## src/rtl/fifo_rd_stream.sv

```systemverilog
// Read-side adapter for the async FIFO: issues rd strobes, absorbs the RAM read latency in a
// small skid buffer and presents popped words on a registered valid/ready stream.
module fifo_rd_stream #(
  parameter int unsigned WIDTH      = 8,
  parameter int unsigned RD_LATENCY = 1,
  parameter int unsigned CNTW       = 16
) (
  input  logic             rdclk,
  input  logic             reset,
  input  logic             fifo_empty,
  input  logic [WIDTH-1:0] fifo_dataout,
  output logic             fifo_rd,
  output logic             m_valid,
  output logic [WIDTH-1:0] m_data,
  input  logic             m_ready,
  output logic [CNTW-1:0]  word_cnt,
  output logic             busy
);

  localparam int unsigned BufDepth = RD_LATENCY + 1;
  localparam int unsigned PtrW     = $clog2(BufDepth);
  localparam int unsigned OccW     = $clog2(BufDepth + 1);
  localparam int unsigned TotW     = $clog2(BufDepth + RD_LATENCY + 1);

  logic [WIDTH-1:0]      buf_q [BufDepth];
  logic [PtrW-1:0]       wr_ptr_q, wr_ptr_d;
  logic [PtrW-1:0]       rd_ptr_q, rd_ptr_d;
  logic [OccW-1:0]       occ_q, occ_d;
  logic [RD_LATENCY-1:0] inflight_q, inflight_d;
  logic                  m_valid_q, m_valid_d;
  logic [WIDTH-1:0]      m_data_q, m_data_d;
  logic [CNTW-1:0]       word_cnt_q, word_cnt_d;
  logic [TotW-1:0]       total;
  logic                  push, pop, head_from_pipe;

  function automatic logic [PtrW-1:0] ptr_inc(input logic [PtrW-1:0] p);
    return (p == PtrW'(BufDepth - 1)) ? '0 : p + PtrW'(1);
  endfunction

  assign push = inflight_q[RD_LATENCY-1];
  assign pop  = m_valid_q & m_ready;

  always_comb begin
    total = TotW'(occ_q);
    for (int i = 0; i < int'(RD_LATENCY); i++) begin
      total = total + TotW'(inflight_q[i]);
    end
  end

  // Only issue a read when a slot is guaranteed for it on arrival, so the buffer cannot overflow.
  assign fifo_rd = reset & ~fifo_empty & ((total < TotW'(BufDepth)) | pop);

  // The arriving word becomes the head when nothing older remains after this cycle's pop.
  assign head_from_pipe = push & ((occ_q == '0) | (pop & (occ_q == OccW'(1))));

  always_comb begin
    inflight_d    = inflight_q << 1;
    inflight_d[0] = fifo_rd;

    occ_d = occ_q;
    if (push && !pop) begin
      occ_d = occ_q + OccW'(1);
    end else if (pop && !push) begin
      occ_d = occ_q - OccW'(1);
    end

    wr_ptr_d   = push ? ptr_inc(wr_ptr_q) : wr_ptr_q;
    rd_ptr_d   = pop ? ptr_inc(rd_ptr_q) : rd_ptr_q;
    word_cnt_d = word_cnt_q + CNTW'(pop);

    m_valid_d = (occ_d != '0);
    m_data_d  = m_data_q;
    if (occ_d != '0) begin
      m_data_d = head_from_pipe ? fifo_dataout : buf_q[rd_ptr_d];
    end
  end

  always_ff @(posedge rdclk) begin
    if (!reset) begin
      wr_ptr_q   <= '0;
      rd_ptr_q   <= '0;
      occ_q      <= '0;
      inflight_q <= '0;
      m_valid_q  <= 1'b0;
      m_data_q   <= '0;
      word_cnt_q <= '0;
    end else begin
      wr_ptr_q   <= wr_ptr_d;
      rd_ptr_q   <= rd_ptr_d;
      occ_q      <= occ_d;
      inflight_q <= inflight_d;
      m_valid_q  <= m_valid_d;
      m_data_q   <= m_data_d;
      word_cnt_q <= word_cnt_d;
      if (push) begin
        buf_q[wr_ptr_q] <= fifo_dataout;
      end
    end
  end

  assign m_valid  = m_valid_q;
  assign m_data   = m_data_q;
  assign word_cnt = word_cnt_q;
  assign busy     = (occ_q != '0) | (|inflight_q);

endmodule

```

## config.mk

```make
export PLATFORM = sky130hd
export DESIGN_NAME = fifo_rd_stream
export DESIGN_NICKNAME = d
export VERILOG_FILES = /design/src/rtl/fifo_rd_stream.sv
export SDC_FILE = /design/constraint.sdc
export NUM_CORES = 1
export LEC_CHECK = 0
export ABC_AREA = 1
export CORE_UTILIZATION = 56
export DETAILED_ROUTE_END_ITERATION = 16
export PLACE_DENSITY = 0.87
export SKIP_LAST_GASP = 1
export SLEW_MARGIN = 20
export SYNTH_ARGS = -nofsm -noshare
export SYNTH_HDL_FRONTEND = slang
export SYNTH_SLANG_ARGS = --single-unit
```

## constraint.sdc

```tcl
create_clock -name rdclk -period 4.3 [get_ports rdclk]
set_input_delay 0.43 -clock rdclk [delete_from_list [all_inputs] [get_ports rdclk]]
set_output_delay 0.43 -clock rdclk [all_outputs]
set_load 0.02 [all_outputs]
```

* Word-level counts from Yosys, hierarchy flattened
Memories as Yosys holds them, arrays and structs flattened.
Index checks and enable logic that the tools add are counted.
** Storage, ports and cells
- Bits in writable memories :: 16
- Output and inout port bits :: 27
- Latch bits :: 0
- Logic and storage cells :: 41
- Bits of input ports :: 12
- Bits in read-only memories :: 0
- Register bits after elaboration :: 30
- Memories :: 1
** Memories
- buf_q :: words 2, bits a word 8, rd ports 1, clocked after Yosys merged registers in 0, wr ports 1, RTL line 25 : logic [WIDTH-1:0] buf_q [BufDepth];
** Cells by class
- Magnitude comparators :: 1
- Bitwise logic cells :: 9
- Reductions and logical operators :: 7
- Div/mod/pow operators :: 0
- Add/sub/neg operators :: 6
- Shifts and indexed selects :: 0
- Eq/ne operators :: 1
- Multipliers :: 0
- Multiplexer cells :: 9
** Operators with widths (count)
- adder 16 x 1 -> 16 bit :: 1
- two-way mux 8 bit :: 1
- two-way mux 1 bit :: 6
- AND 1 bit :: 5
- two-way mux 2 bit :: 2
- nonzero test 2 bit :: 2
- bitwise OR 1 bit :: 3
- adder 1 bit (second input constant) :: 2
- adder 2 x 1 -> 2 bit :: 1
- adder 2 x 1 -> 2 bit (second input constant) :: 1
- equality test 2 x 1 -> 1 bit (second input constant) :: 1
- logical AND 1 bit :: 2
- logical NOT 1 bit :: 2
- logical NOT 2 bit :: 1
- less-than comparator 2 bit (second input constant) :: 1
- subtractor 2 x 1 -> 2 bit (second input constant) :: 1
- inverter 1 bit :: 1

* Logic depth before layout (Yosys ltp)
- Depth after elaboration :: 5
- Mapped depth :: 10

* Worst setup path before layout
OpenSTA, ideal clock, no wires.
- Kind :: register -> register
- From :: register m_valid_q (netlist: m_valid)
- To :: register word_cnt_q[12] (netlist: word_cnt[12])
- Library setup time :: 0.117 ns
- Path buffers :: 0
- Arrival :: 1.661 ns
- Clock period less this slack :: 1.778 ns
- Cell stages (with the launch flop) :: 9
- Slack :: 2.522 ns
- Data required time :: 4.183 ns
- Cells stage by stage :: dfxtp_1 -> nand2_4 -> nor2_4 -> ha_1 -> nand3_2 -> nor3_4 -> nand2_1 -> o21ai_0 -> nor2_1
** On the way
- Longest elaborated chain between the ends :: 2
** Ends and longest elaborated chain
- start, declared :: RTL line 30 : logic m_valid_q, m_valid_d;
- start signal, assigned :: RTL line 92 : m_valid_q <= m_valid_d;
- AND 1 bit :: RTL line 41 : assign pop = m_valid_q & m_ready;
- adder 16 x 1 -> 16 bit :: RTL line 69 : word_cnt_d = word_cnt_q + CNTW'(pop);
- end signal, assigned :: RTL line 94 : word_cnt_q <= word_cnt_d;
- end, declared :: RTL line 32 : logic [CNTW-1:0] word_cnt_q, word_cnt_d;
Every way passes these cells.
A chain may end at the register's enable or synchronous reset.

* Final worst setup path
- From :: input reset
- To :: output fifo_rd
** On the way
- Longest elaborated chain between the ends :: 2
** Ends and longest elaborated chain
- start, declared :: RTL line 9 : input logic reset,
- AND 1 bit (2 in a row) :: RTL line 51 : assign fifo_rd = reset & ~fifo_empty & ((total < TotW'(BufDepth)) | pop);
- end, declared :: RTL line 12 : output logic fifo_rd,
Every way passes these cells.

==> run summary <==
Routed Wire Length -> 5010 um
Core area -> 3740 um2
Syn Std Cell Area -> 2250 um2
Pwr dens -> 534 nW/um2
Remaining antenna violation count -> 0
Critical Path End Type -> output port
Setup bufs post-CTS -> 0
Post-Place Worst Slack -> 1660 ps
Fraction of layout cells with a size suffix above 1 -> 8.54%
Area of the multi-input gates -> 981 um2
Layout Skew -> 10.4 ps
Placed cell area -> 2680 um2
Critical path required time -> 3870 ps
H-tree depth -> 2
Fill count -> 275
Unrepaired setup endpoints after global routing -> false
Post-layout power -> 0.00149 W
Antenna diode count -> 0
Final Wtd Congestion -> 0.842
Area Growth Syn to Fin -> 24.1%
TNS Setup -> 0 ps
Final Hold Fails -> 0
Hold Path Class -> register to register
Routed wl met3 -> 373 um
Relative slew slack -> 27.9%
Global-route wire length before repair -> 8190 um
Hold Buf Count CTS -> 0
Clock latency at the later pin of the worst-skew pair -> 310 ps
Clock transition at the registers of the reported paths -> 90 ps
Ports -> 39
Status -> completed
Via count -> 1961
Max Freq -> 0.377 GHz
Largest net degree at the start of global routing -> 20
Worst hold endpoint -> wr_ptr_q
Synth Area in XOR/XNOR -> 0.390%
Tcrit/Tclk final -> 61.7%
Reg2Reg Launch Point -> inflight_q
Post-Syn Nets -> 300
VDD IR-drop max -> 0.303 mV
Hold Path Stages -> 2
CTS tree -> built
Biggest area consumer among synthesized cells -> dfxtp_1
DRC viols -> 0
Nets -> 342
Die H -> 65.3 um
Multiplexer area fraction after synthesis -> 0%
Area contributors post-synth -> dfxtp_1 27%, edfxtp_1 21%, nand2_1 12%, inv_1 7.2%, nand3_1 5.8%
RR Endpoint -> buf_q[1][5]
Hold wc startpoint -> wr_ptr_q
CTS Root Cell -> clkbuf_8
Detailed placer's ending HPWL -> 3650 um
R2R depth -> 2
TritonCTS Buffers -> 5
GRT overflow -> 0
Simple-Gate Fraction of Synth Area -> 36.3%
Min cycle time layout -> 2650 ps
IO buf count -> 38
FF+latch area -> 1080 um2
Avg Inst Size Synth -> 7.88 um2
Vias in the first global route -> 1766
Post-synthesis register bit count -> 46
Initial antenna violation count -> 0
Gr usage total -> 25.7%
Initial Util -> 60.0%
DRT Pass-1 Iters -> 4
Row Count -> 22
Total clock sinks -> 46
Top routing layer in use -> met4
Wire per inst -> 13.3 um
Main combinational cell family by area after synthesis -> simple AND/OR/NAND/NOR gates
Sequential area share after synthesis -> 48.1%
Synth Warn # -> 0
Arrival time worst endpoint -> 2220 ps
WHS -> 469 ps
Cells after Synth -> 285
Die area -> 4270 um2
Kind of critical path -> primary input to output port
Die width -> 65.3 um
Max Cap Viol -> 0
Design area -> 2790 um2
Area fraction of the dominant cell type after synthesis -> 26.7%
Initial drt markers -> 145
Crit path launch -> reset
Final setup fails -> 0
Met2 Wirelength -> 2480 um
PostCTS Resize Cnt -> 0
Worst Path Max Fanout -> 19
Worst Setup Start Kind -> primary input
Yosys cell types -> 27
Avg Vias per Cell -> 5.22
Synth Area in Compound Gates -> 5.35%
CTS Buffer Depth -> 2
Post-Synth Adder-Cell Area -> 1.67%
Final WS setup -> 1650 ps
Worst-Margin Slew -> 1070 ps
Met1 Wirelength -> 2110 um
Pleak -> 1.16 nW
Reg2reg setup slack -> 2390 ps
Slew Limit Fails -> 0
-- cell usage in the layout, fill, tap and decap left out, types with 2 or more instances in the layout --
master,synthesis,final
nand2_1,71,71
inv_1,43,43
clkdlybuf4s50_1,0,38
nor2_1,33,33
dfxtp_1,30,30
nand3_1,26,26
edfxtp_1,16,16
a21oi_1,13,13
o21ai_0,8,8
nand3b_1,8,8
nand2_2,5,5
clkbuf_8,0,5
nand2_4,4,4
nor3_1,4,4
nand3_2,3,3
ha_1,3,3
nor2_4,2,2
nand4_1,2,2
or2_0,2,2
-- worst max path at each step --
stage,end,cells past startpoint,slack [ps]
after global placement,fifo_rd,7,1690
final,fifo_rd,7,1650
after floorplan,word_cnt[12],8,2520
after detailed placement,fifo_rd,7,1660
after global routing,fifo_rd,7,1540
after CTS,fifo_rd,7,1660
-- routing by layer --
layer / track usage (%) / vias to the layer above
met2: 43.8 / 68
met1: 32.1 / 898
li1: - / 990
met5: 0 / -
met3: 5.90 / 5
met4: 8.15 / 0
-- cell type report --
class / instances / share of cell area, %
clock buffer: 5 / 2.47
multi-input combinational: 191 / 35.2
clock inverter: 3 / 1.57
tap: 48 / 2.15
sequential: 46 / 38.8
timing repair buffer: 39 / 13.9
inverter: 44 / 5.92
-- cell usage after synthesis (all sizes together) --
| cell type | n |
|---|---|
| nand2 | 80 |
| inv | 44 |
| nor2 | 37 |
| dfxtp | 30 |
| nand3 | 30 |
| edfxtp | 16 |
| a21oi | 13 |
| nand3b | 8 |
| o21ai | 8 |
| nor3 | 5 |
| clkbuf | 3 |
| ha | 3 |
| nand4 | 2 |
| or2 | 2 |
| buf | 1 |
| o21bai | 1 |
| o31ai | 1 |
| xnor2 | 1 |
-- worst max-delay path, stage by stage --
cell             delay, ps
clkdlybuf4s50_1        450
buf_4                  220
inv_1                  230
nor2_1                 140
o31ai_1                100
inv_1                   60
clkdlybuf4s50_1        590
-- per-stage QoR --
stage,instances,util (%)
final,376,74.5
after global routing,376,74.5
after CTS,376,74.5
after detailed placement,368,71.5
after global placement,368,71.5
after floorplan,285,-
-- kinds of logic (layout without fill, tap and decap cells) --
group,count (synthesis),in the layout
flops,46,46
fa+ha+maj,3,3
buf+inv,48,91
simple gates,164,164
xor+xnor,1,1
compound gates,23,23
-- where the power goes --
group          total [W]  internal, W  leakage [nW]  switching [W]
clock           0.000325     0.000174        0.0547       0.000152
sequential      0.000562     0.000515         0.390      0.0000470
combinational   0.000602     0.000231         0.712       0.000371
-- sequential cells by signal (all words and copies together) (netlist names) --
register    count
word_cnt       16
wr_ptr_q        1
rd_ptr_q        1
m_valid         1
buf_q          16
occ_q           2
inflight_q      1
m_data          8
Power figures use the tool's default switching activity.
